==> src/rtl/uart_rx.sv <==
// 8N1 UART receiver: two-flop input synchroniser, start-bit qualification at
// mid-bit, mid-bit data/stop sampling, one-cycle done / framing-error strobes.
module uart_rx #(
  parameter int unsigned CLK_FREQ = 50_000_000,
  parameter int unsigned BAUD     = 115_200
) (
  input  logic       clk_50M,
  input  logic       rst,
  input  logic       rx,
  output logic [7:0] data,
  output logic       rx_done,
  output logic       frame_err,
  output logic       busy
);

  localparam int unsigned CLKS_PER_BIT = CLK_FREQ / BAUD;
  localparam int unsigned CNT_W        = $clog2(CLKS_PER_BIT);
  localparam logic [CNT_W-1:0] HALF_LAST = CNT_W'(CLKS_PER_BIT / 2 - 1);
  localparam logic [CNT_W-1:0] BIT_LAST  = CNT_W'(CLKS_PER_BIT - 1);

  typedef enum logic [2:0] {
    S_IDLE,
    S_START,
    S_DATA,
    S_STOP,
    S_BREAK
  } state_e;

  state_e           state_q, state_d;
  logic             rx_meta_q, rx_s_q;
  logic [CNT_W-1:0] cnt_q, cnt_d;
  logic [2:0]       idx_q, idx_d;
  logic [7:0]       shift_q, shift_d;
  logic [7:0]       data_q, data_d;
  logic             done_q, done_d;
  logic             ferr_q, ferr_d;

  always_ff @(posedge clk_50M or posedge rst) begin
    if (rst) begin
      rx_meta_q <= 1'b1;
      rx_s_q    <= 1'b1;
      state_q   <= S_IDLE;
      cnt_q     <= '0;
      idx_q     <= '0;
      shift_q   <= '0;
      data_q    <= '0;
      done_q    <= 1'b0;
      ferr_q    <= 1'b0;
    end else begin
      rx_meta_q <= rx;
      rx_s_q    <= rx_meta_q;
      state_q   <= state_d;
      cnt_q     <= cnt_d;
      idx_q     <= idx_d;
      shift_q   <= shift_d;
      data_q    <= data_d;
      done_q    <= done_d;
      ferr_q    <= ferr_d;
    end
  end

  always_comb begin
    state_d = state_q;
    cnt_d   = cnt_q;
    idx_d   = idx_q;
    shift_d = shift_q;
    data_d  = data_q;
    done_d  = 1'b0;
    ferr_d  = 1'b0;
    case (state_q)
      S_IDLE: begin
        if (!rx_s_q) begin
          cnt_d   = '0;
          state_d = S_START;
        end
      end
      S_START: begin
        // Re-check the line half a bit in; a high here means the edge was a glitch.
        if (cnt_q == HALF_LAST) begin
          if (!rx_s_q) begin
            cnt_d   = '0;
            idx_d   = '0;
            state_d = S_DATA;
          end else begin
            state_d = S_IDLE;
          end
        end else begin
          cnt_d = cnt_q + 1'b1;
        end
      end
      S_DATA: begin
        if (cnt_q == BIT_LAST) begin
          cnt_d          = '0;
          shift_d[idx_q] = rx_s_q;
          if (idx_q == 3'd7) state_d = S_STOP;
          else               idx_d   = idx_q + 1'b1;
        end else begin
          cnt_d = cnt_q + 1'b1;
        end
      end
      S_STOP: begin
        // Leaving at mid-stop-bit lets an immediately following start edge be caught.
        if (cnt_q == BIT_LAST) begin
          cnt_d = '0;
          if (rx_s_q) begin
            data_d  = shift_q;
            done_d  = 1'b1;
            state_d = S_IDLE;
          end else begin
            ferr_d  = 1'b1;
            state_d = S_BREAK;
          end
        end else begin
          cnt_d = cnt_q + 1'b1;
        end
      end
      S_BREAK: begin
        if (rx_s_q) state_d = S_IDLE;
      end
      default: state_d = S_IDLE;
    endcase
  end

  assign data      = data_q;
  assign rx_done   = done_q;
  assign frame_err = ferr_q;
  assign busy      = (state_q == S_DATA) || (state_q == S_STOP) || (state_q == S_BREAK);

endmodule

==> config.mk <==
export PLATFORM = sky130hd
export DESIGN_NAME = uart_rx
export DESIGN_NICKNAME = d
export VERILOG_FILES = /design/src/rtl/uart_rx.sv
export SDC_FILE = /design/constraint.sdc
export NUM_CORES = 1
export LEC_CHECK = 0
export CORE_MARGIN = 3
export CORE_UTILIZATION = 35
export CTS_CLUSTER_DIAMETER = 30
export DETAILED_ROUTE_END_ITERATION = 10
export MAX_ROUTING_LAYER = met4
export RECOVER_POWER = 100
export SLEW_MARGIN = 20
export SYNTH_ARGS = -nofsm -noshare
export SYNTH_HDL_FRONTEND = slang
export SYNTH_SLANG_ARGS = --single-unit
==> constraint.sdc <==
create_clock -name clk_50M -period 2.3 [get_ports clk_50M]
set_clock_uncertainty 0.15 [all_clocks]
set_input_delay 0.575 -clock clk_50M [delete_from_list [all_inputs] [get_ports clk_50M]]
set_output_delay 0.575 -clock clk_50M [all_outputs]
set_load 0.005 [all_outputs]
======== Word level (Yosys, flattened, before mapping) ========
Index checks and enable logic that the tools add are counted.
word-level totals
  register bits ........................... 35
  input port bits ......................... 3
  output and inout bits ................... 11
  word-level logic and storage cells ...... 66
cells by class
  add/subtract/negate cells ............... 2
  order comparisons ....................... 2
  equality and inequality tests ........... 15
  mux-type cells .......................... 27
  reduce and logical (&&, ||, !) cells .... 11
operators with widths
  operator               number
  $mux W3                11
  $mux W9                3
  $pmux W9 S3            1
  $ne A2 B2 Y1 const B   8
  $pmux W3 S5            1
  $add A9 B1 Y9 const B  1
  $eq A9 B8 Y1 const B   1
  $eq A9 B9 Y1 const B   1
  $bwmux W8              1
  $mux W1                7
  $eq A3 B2 Y1 const B   2
  $eq A3 B3 Y1 const B   2
  $pmux W3 S2            1
  $reduce_and A6 Y1      1
  $reduce_and A5 Y1      1
  $lt A3 B4 Y1 const B   1
  $add A3 B1 Y3 const B  1
  $demux W1 S3           1
  $eq A3 B1 Y1 const B   1
  $ge A3 B1 Y1 const B   1
  $logic_not A3 Y1       1
  $reduce_and A3 Y1      1
  $reduce_bool A3 Y1     1
  $logic_or A1 B1 Y1     2
  5 further kinds        5

======== Logic depth before layout (Yosys ltp) ========
Gate-level depths: netlist of the first run.
  word-level depth ........................ 5
  depth in mapped cells ................... 7
  depth with buffers taken out ............ 6

======== Least setup slack after synthesis of the first run ========
OpenSTA, ideal clock, no wires.
  path kind ............................... flip-flop to flip-flop
  start point ............................. register cnt_q[1]
  end point ............................... register data_q[0], in the netlist data[0]
  library setup time ...................... 125 ps
  arrival ................................. 1656 ps
  data required time ...................... 2025 ps
  slack ................................... 369 ps
  stages on the path, launching flop included .. 8
  buffers on the path ..................... 1
  period minus slack after synthesis ...... 1931 ps
  cell sequence ........................... dfrtp_1 -> inv_1 -> ha_1 -> and4bb_1 -> and3b_4 -> and3_4 -> buf_6 -> mux2_4
between the ends
  cells in the longest elaborated chain, start to end .. 2
ends and longest elaborated chain
  element                      RTL line  RTL
  start, declared              31        logic [CNT_W-1:0] cnt_q, cnt_d;
  start signal, assigned       53        cnt_q <= cnt_d;
  $eq A9 B9 Y1                 103       if (cnt_q == BIT_LAST) begin
  $reduce_and A3 Y1 (no line)  n/a
  end signal, assigned         56        data_q <= data_d;
  end, declared                34        logic [7:0] data_q, data_d;
Every way passes these cells.
A chain may end at the register's enable or synchronous reset.

======== Worst setup path after layout of the first run ========
  start point ............................. register state_q[1]
  end point ............................... output port busy
between the ends
  cells in the longest elaborated chain, start to end .. 3
  elaborated cells between the ends (all ways) .. 5
  classes of those cells .................. 3 x eq/ne; 2 x reduce/logical
ends and longest elaborated chain
  element                 RTL line  RTL
  start, declared         29        state_e state_q, state_d;
  start signal, assigned  52        state_q <= state_d;
  $eq A3 B2 Y1            127       assign busy = (state_q == S_DATA) || (state_q == S_STOP) || (state_q == S_BREAK);
  $logic_or A1 B1 Y1      127
  $logic_or A1 B1 Y1 (*)  127
  end, declared           13        output logic busy
Every way passes the cells marked *; elsewhere a longest branch is shown, timed or not.

==> results.cfg, run 1 <==
[global_routing]
met2_usage_pct = 19.4
grt_usage_pct = 13.0
grt_pass1_vias = 1285
grt_max_degree = 36
grt_use_met1_pct = 16.9
gr-max-usage-layer = met2
grt_pass1_wl_um = 6170
overflow = 0
antenna_found_initial = 0
globalRouteMet3Util_pct = 3.13

[synth]
synth_most_common_cell = dfrtp_1
yosysWarnings = 0
synth_async_sr_flop_share_pct = 100
synth_edf_count = 0
ys_seq_area_share_pct = 48.9
syn_avg_cell_area_sq_um = 11.4
yosys-top-cells-area = dfrtp_1 46%, mux2_4 6.7%, mux2_2 3.8%
synth_top_area_share_pct = 46.0
synth_top_cell_by_area = dfrtp_1
synthesis.instances = 157
ys_types = 44
synth_fp_nets = 165
yosys-top-cells-count = 33 x dfrtp_1, 13 x nor2_1, 11 x nand3_1, 8 x mux2_4, 8 x nand2_1
synth_flop_cell = dfrtp_1
synth-seq-cells = 35
netlist_area_sq_um = 1800

[cts]
clkLatencyLatePin_ps = 290
clk_pin_slew_ps = 70
cts_resized = 0
cts_buffer_depth = 2
clock_sinks = 35
cts_tree = built
ctsHoldBuffers = 0
numCtsBuffers = 5
htreeDepth = 2
cts_setup_buffers = 0
ctsRootBufferMaster = clkbuf_8

[die]
die_h_um = 77.7
num_rows = 25
die_area_sq_um = 6030
ios = 14
core_area_sq_um = 4850
start_util_pct = 37.1
die_width_um = 77.7

[route]
antenna_left = 0
finalWirelength_um = 3440
viasPerCell = 5.14
drt_iter0_markers = 71
drc = 0
via_count = 1254
drt-pass1-iter-count = 4
post_drt_wl_per_cell_um = 14.1

[min_path]
hp-class = reg2reg

[status]
status = complete, no violations

[power_and_ir_drop]
swShare_pct = 22.8
power.total_mw = 1.08
p_int_mw = 0.834
clkPwrFrac_pct = 40.7
power_density_nw_per_um2 = 525
power.switching_mw = 0.247
leakagePower_nw = 0.948
p_comb_share_pct = 1.7
irDropWorstVdd_uv = 278
seqPwrFrac_pct = 57.6

[timing]
finalHoldViolations = 0
rsz0062_at_grt = false
fin_crit_ps = 2210
slew_violations = 0
fin_setup_tns_ps = 0
timing.fmax_mhz = 452
setup_viol = 0
final.period_utilization_pct = 96.2
tightest_slew_ps = 841
relSlewSlack_pct = 43.9

[worst_setup_path]
slowest_stage = clkdlybuf4s50_1
worstPathRequired_ps = 1570
max_stage_delay_ps = 500
critPathLaunchType = flip-flop
cp_max_fo = 13
critical_path_arrival_ps = 1490
cp.buffers_inverters = 2
path_class = reg2out
cp_top_family = buffers and inverters
r2r_setup_slack_ps = 160
crit_chain = buf_4, nand2b_1, nand2_1, clkdlybuf4s50_1
worst_setup_path_end_kind = output port

[final_layout]
syn_to_final_growth_pct = 14.6
drive_above_1_share_pct = 13.6
antennaDiodeCount = 0
n_fill_cell = 472
final_cells = 244
nNetsFinal = 184

[placement]
dpl.cell_count = 236
hpwl_um = 2440
port-buffer-count = 13
place_congestion = 0.837

[flow_run]
drv_cap = 0
## power groups by stage
stage | logic (mW) | registers, mW | clock network [mW]
5_1_grt | 0.0221 | 0.623 | 0.481
4_1_cts | 0.0209 | 0.622 | 0.452
6_report | 0.0184 | 0.622 | 0.440
2_1_floorplan | 0.0140 | 0.631 | 0
3_3_place_gp | 0.0203 | 0.634 | 0
3_5_place_dp | 0.0208 | 0.634 | 0
## per-layer routing
| metal | vias up | routed length [um] |
|---|---|---|
| li1 | 611 | - |
| met1 | 618 | 1700 |
| met2 | 17 | 1550 |
| met3 | 8 | 107 |
| met4 | 0 | 75 |
| met5 | - | 0 |
## area by class of cell
| class | count | area [sq um] | share of cell area, % |
|---|---|---|---|
| clock inverters | 3 | 20.0 | 0.972 |
| inverters | 5 | 18.8 | 0.911 |
| flip-flops and latches | 35 | 878 | 42.6 |
| well taps | 67 | 83.8 | 4.07 |
| clock buffers | 5 | 68.8 | 3.34 |
| repair buffers | 18 | 165 | 8.02 |
| multi-input cells | 111 | 825 | 40.0 |
## per-stage QoR
step                      setup slack, ps  hold slack, ps  utilization (%)  area, sq um
after floorplan                       369             195                -         1800
after global routing                 21.8             214             42.5         2060
after detailed placement              169             200             41.4         2010
after CTS                            77.8             212             43.3         2100
final                                86.8             212             42.5         2060
after global placement                261             197             41.4         2010
## path summary, 6_finish.rpt
kind                             from          to  cells past startpoint
max                        state_q[1]        busy                      4
min                         rx_meta_q      rx_s_q                      0
max reg2reg                  cnt_q[1]     data[6]                      6
min reg2reg                 rx_meta_q      rx_s_q                      0
max in group asynchronous         rst    idx_q[0]                      3
min in group asynchronous         rst  shift_q[3]                      3
## cell usage in the layout, fill, tap and decap left out, drive strengths merged, types with 3 or more instances in the layout
| cell | Yosys | final |
|---|---|---|
| dlygate4sd3 | 0 | 12 |
| nand2 | 8 | 8 |
| mux2 | 16 | 16 |
| a21oi | 6 | 6 |
| o2bb2ai | 6 | 6 |
| nand3 | 11 | 11 |
| o21ai | 4 | 4 |
| dfrtp | 33 | 33 |
| inv | 5 | 5 |
| nor2 | 13 | 13 |
| nor2b | 5 | 5 |
| buf | 3 | 4 |
| ha | 5 | 5 |
| nand4 | 3 | 3 |
| nor3b | 3 | 3 |
| clkbuf | 3 | 6 |
## logic make-up after synthesis
family                     synth area share (%)
muxes                                      12.8
adders and majority gates                  3.48
DFF                                        48.9
AOI/OAI and AO/OA                          12.5
and+or+nand+nor                            17.7
buffers and inverters                      3.20
xor gates and xnor gates                   1.46
## registers in the layout (all words and copies together) (netlist names)
register	flops
frame_err	1
state_q	3
idx_q	3
rx_meta_q	1
shift_q	8
rx_done	1
rx_s_q	1
data	8
cnt_q	9
## worst reg2reg max path: cells and delay by family, from the launching register on
family	cells	cell delay, ps
mux	1	340
buf+inv	1	110
simple gates	3	840
fa+ha+maj	1	140
flops	1	440
Power figures use the tool's default switching activity.
==> run 2: changes to the inputs <==
--- a/config.mk
+++ b/config.mk
@@ -7,6 +7,7 @@
 export LEC_CHECK = 0
 export CORE_MARGIN = 3
 export CORE_UTILIZATION = 35
+export CTS_BUF_LIST = sky130_fd_sc_hd__clkbuf_2 sky130_fd_sc_hd__clkbuf_4 sky130_fd_sc_hd__clkbuf_8
 export CTS_CLUSTER_DIAMETER = 30
 export DETAILED_ROUTE_END_ITERATION = 10
 export MAX_ROUTING_LAYER = met4
==> results of run 2 <==
The final DEF is identical to that of run 1; final timing and power are the same.
==> run 3: changes to the inputs <==
--- a/config.mk
+++ b/config.mk
@@ -5,10 +5,12 @@
 export SDC_FILE = /design/constraint.sdc
 export NUM_CORES = 1
 export LEC_CHECK = 0
+export CORE_ASPECT_RATIO = 0.9
 export CORE_MARGIN = 3
 export CORE_UTILIZATION = 35
 export CTS_BUF_LIST = sky130_fd_sc_hd__clkbuf_2 sky130_fd_sc_hd__clkbuf_4 sky130_fd_sc_hd__clkbuf_8
 export CTS_CLUSTER_DIAMETER = 30
+export CTS_CLUSTER_SIZE = 16
 export DETAILED_ROUTE_END_ITERATION = 10
 export MAX_ROUTING_LAYER = met4
 export RECOVER_POWER = 100
==> run 3 against run 2 <==
Against the previous run:
- global-route usage fell by 0.86 points
- sequential power barely moved
- maximum frequency is 0.20% lower
- core utilization is 0.66 points lower
- setup slack got worse by 4.4 ps
- non-clock buffer count decreased by 2
- routed wire length decreased by 5.1%
- critical path depth stayed put
- power down 0.68%
- worst hold slack lost 2.7 ps
- clock power decreased by 2%
- largest cell class unchanged
==> results.cfg, run 3 (synthesized netlist as in run 1, its figures left out) <==
[status]
status = complete, no violations

[worst_setup_path]
path_class = reg2out
worstPathRequired_ps = 1570
critPathLaunchType = flip-flop
rr_startpoint = cnt_q[1]
critical_path_arrival_ps = 1490
worst_setup_path_end_kind = output port
cp_max_fo = 11
critPathLaunch = state_q[0]

[die]
start_util_pct = 36.7
ios = 14
die_h_um = 74.0
core_area_sq_um = 4890
die_area_sq_um = 6030
die_width_um = 81.5
num_rows = 24

[final_layout]
mostFrequentLayoutCells = 32 x dfrtp_1, 13 x nor2_1, 12 x dlygate4sd3_1
syn_to_final_growth_pct = 13.9
final_common_cell = dfrtp_1
nNetsFinal = 182
top_register = cnt_q
drive_above_1_share_pct = 13.7
largest_reg_flops = 9
antennaDiodeCount = 0

[timing]
timing.fmax_mhz = 451
tightest_slew_ps = 853
whs_ps = 209
rsz0062_at_grt = false
setup_viol = 0
final.period_utilization_pct = 96.4
relSlewSlack_pct = 43.1
fin_crit_ps = 2220
layout_setup_ws_ps = 82.4
finalHoldViolations = 0
fin_setup_tns_ps = 0
slew_violations = 0

[cts]
cts_setup_buffers = 0
ctsHoldBuffers = 0
numCtsBuffers = 5
clock_sinks = 35
cts_buffer_depth = 2
cts_tree = built
cts_resized = 0
clk_pin_slew_ps = 70
ctsRootBufferMaster = clkbuf_8
clkLatencyLatePin_ps = 280
htreeDepth = 2

[global_routing]
grt_pass1_vias = 1124
overflow = 0
grt_pass1_wl_um = 5420
grt_max_degree = 36
grt_usage_pct = 12.2
antenna_found_initial = 0

[route]
via_count = 1256
drt_iter0_markers = 106
viasPerCell = 5.23
drc = 0
post_drt_wl_per_cell_um = 13.6
drt-pass1-iter-count = 4
antenna_left = 0
finalWirelength_um = 3270

[placement]
port-buffer-count = 13
pre_cts_slack_ps = 189
place_congestion = 0.861
hpwl_um = 2300

[min_path]
hp-class = reg2reg
hp-start = rx_meta_q

[power_and_ir_drop]
leakagePower_nw = 0.942
power_density_nw_per_um2 = 524
irDropWorstVdd_uv = 198

[flow_run]
drv_cap = 0
## run 3: changes by cell type in the layout (fill, tap and decap cells not counted)
cell / previous run / this run
mux2_1: 10 / 9
clkbuf_4: 0 / 1
dfrtp_1: 33 / 32
clkinvlp_4: 2 / 1
dfrtp_2: 0 / 1
mux2_4: 0 / 1
buf_4: 4 / 2
## run 3: area by class of cell
cell class                      instances  area, sq um
Clock buffer                            6         76.3
Multi-Input combinational cell        111          828
Tap cell                               65         81.3
Sequential cell                        35          880
Fill cell                             459         2850
Clock inverter                          2         12.5
Inverter                                5         18.8
Timing Repair Buffer                   16          150
## run 3: worst paths after layout
kind                         endpoint  slack (ps)  depth (start not counted)
setup / recovery                 busy          80                          4
hold / removal                 rx_s_q         210                          0
setup reg to reg              data[5]         170                          6
hold reg to reg                rx_s_q         210                          0
max in group asynchronous  state_q[0]         590                          3
min in group asynchronous    cnt_q[4]         830                          3
## run 3: power breakdown
| part | internal, mW | switching, mW |
|---|---|---|
| combinational | 0.00468 | 0.0140 |
| clock | 0.223 | 0.209 |
| sequential | 0.619 | 0.00386 |
| total | 0.846 | 0.227 |
## run 3: through the flow
step / std cells / area, sq um / power, mW / util [%]
finish: 240 / 2050 / 1.07 / 41.8
global route: 240 / 2050 / 1.12 / 41.8
CTS: 240 / 2080 / 1.09 / 42.5
detailed placement: 232 / 1990 / 0.655 / 40.7
global placement: 232 / 1990 / 0.654 / 40.7
floorplan: 157 / 1800 / 0.645 / -
## run 3: layer usage
metal / part of all wire, % / wire, um / track usage (%) / vias up
met5: 0 / 0 / - / -
met4: 1.6 / 51 / 3.94 / 0
met3: 4.2 / 138 / 3.63 / 6
met2: 45 / 1450 / 17.6 / 31
met1: 50 / 1620 / 16.3 / 611
li1: - / - / - / 608
## run 3: critical path: stages, from the launching register on
cell and delay [ps]:
dfrtp_2 480, nor2_1 110, nand2_1 70, nand2_1 60, clkdlybuf4s50_1 490
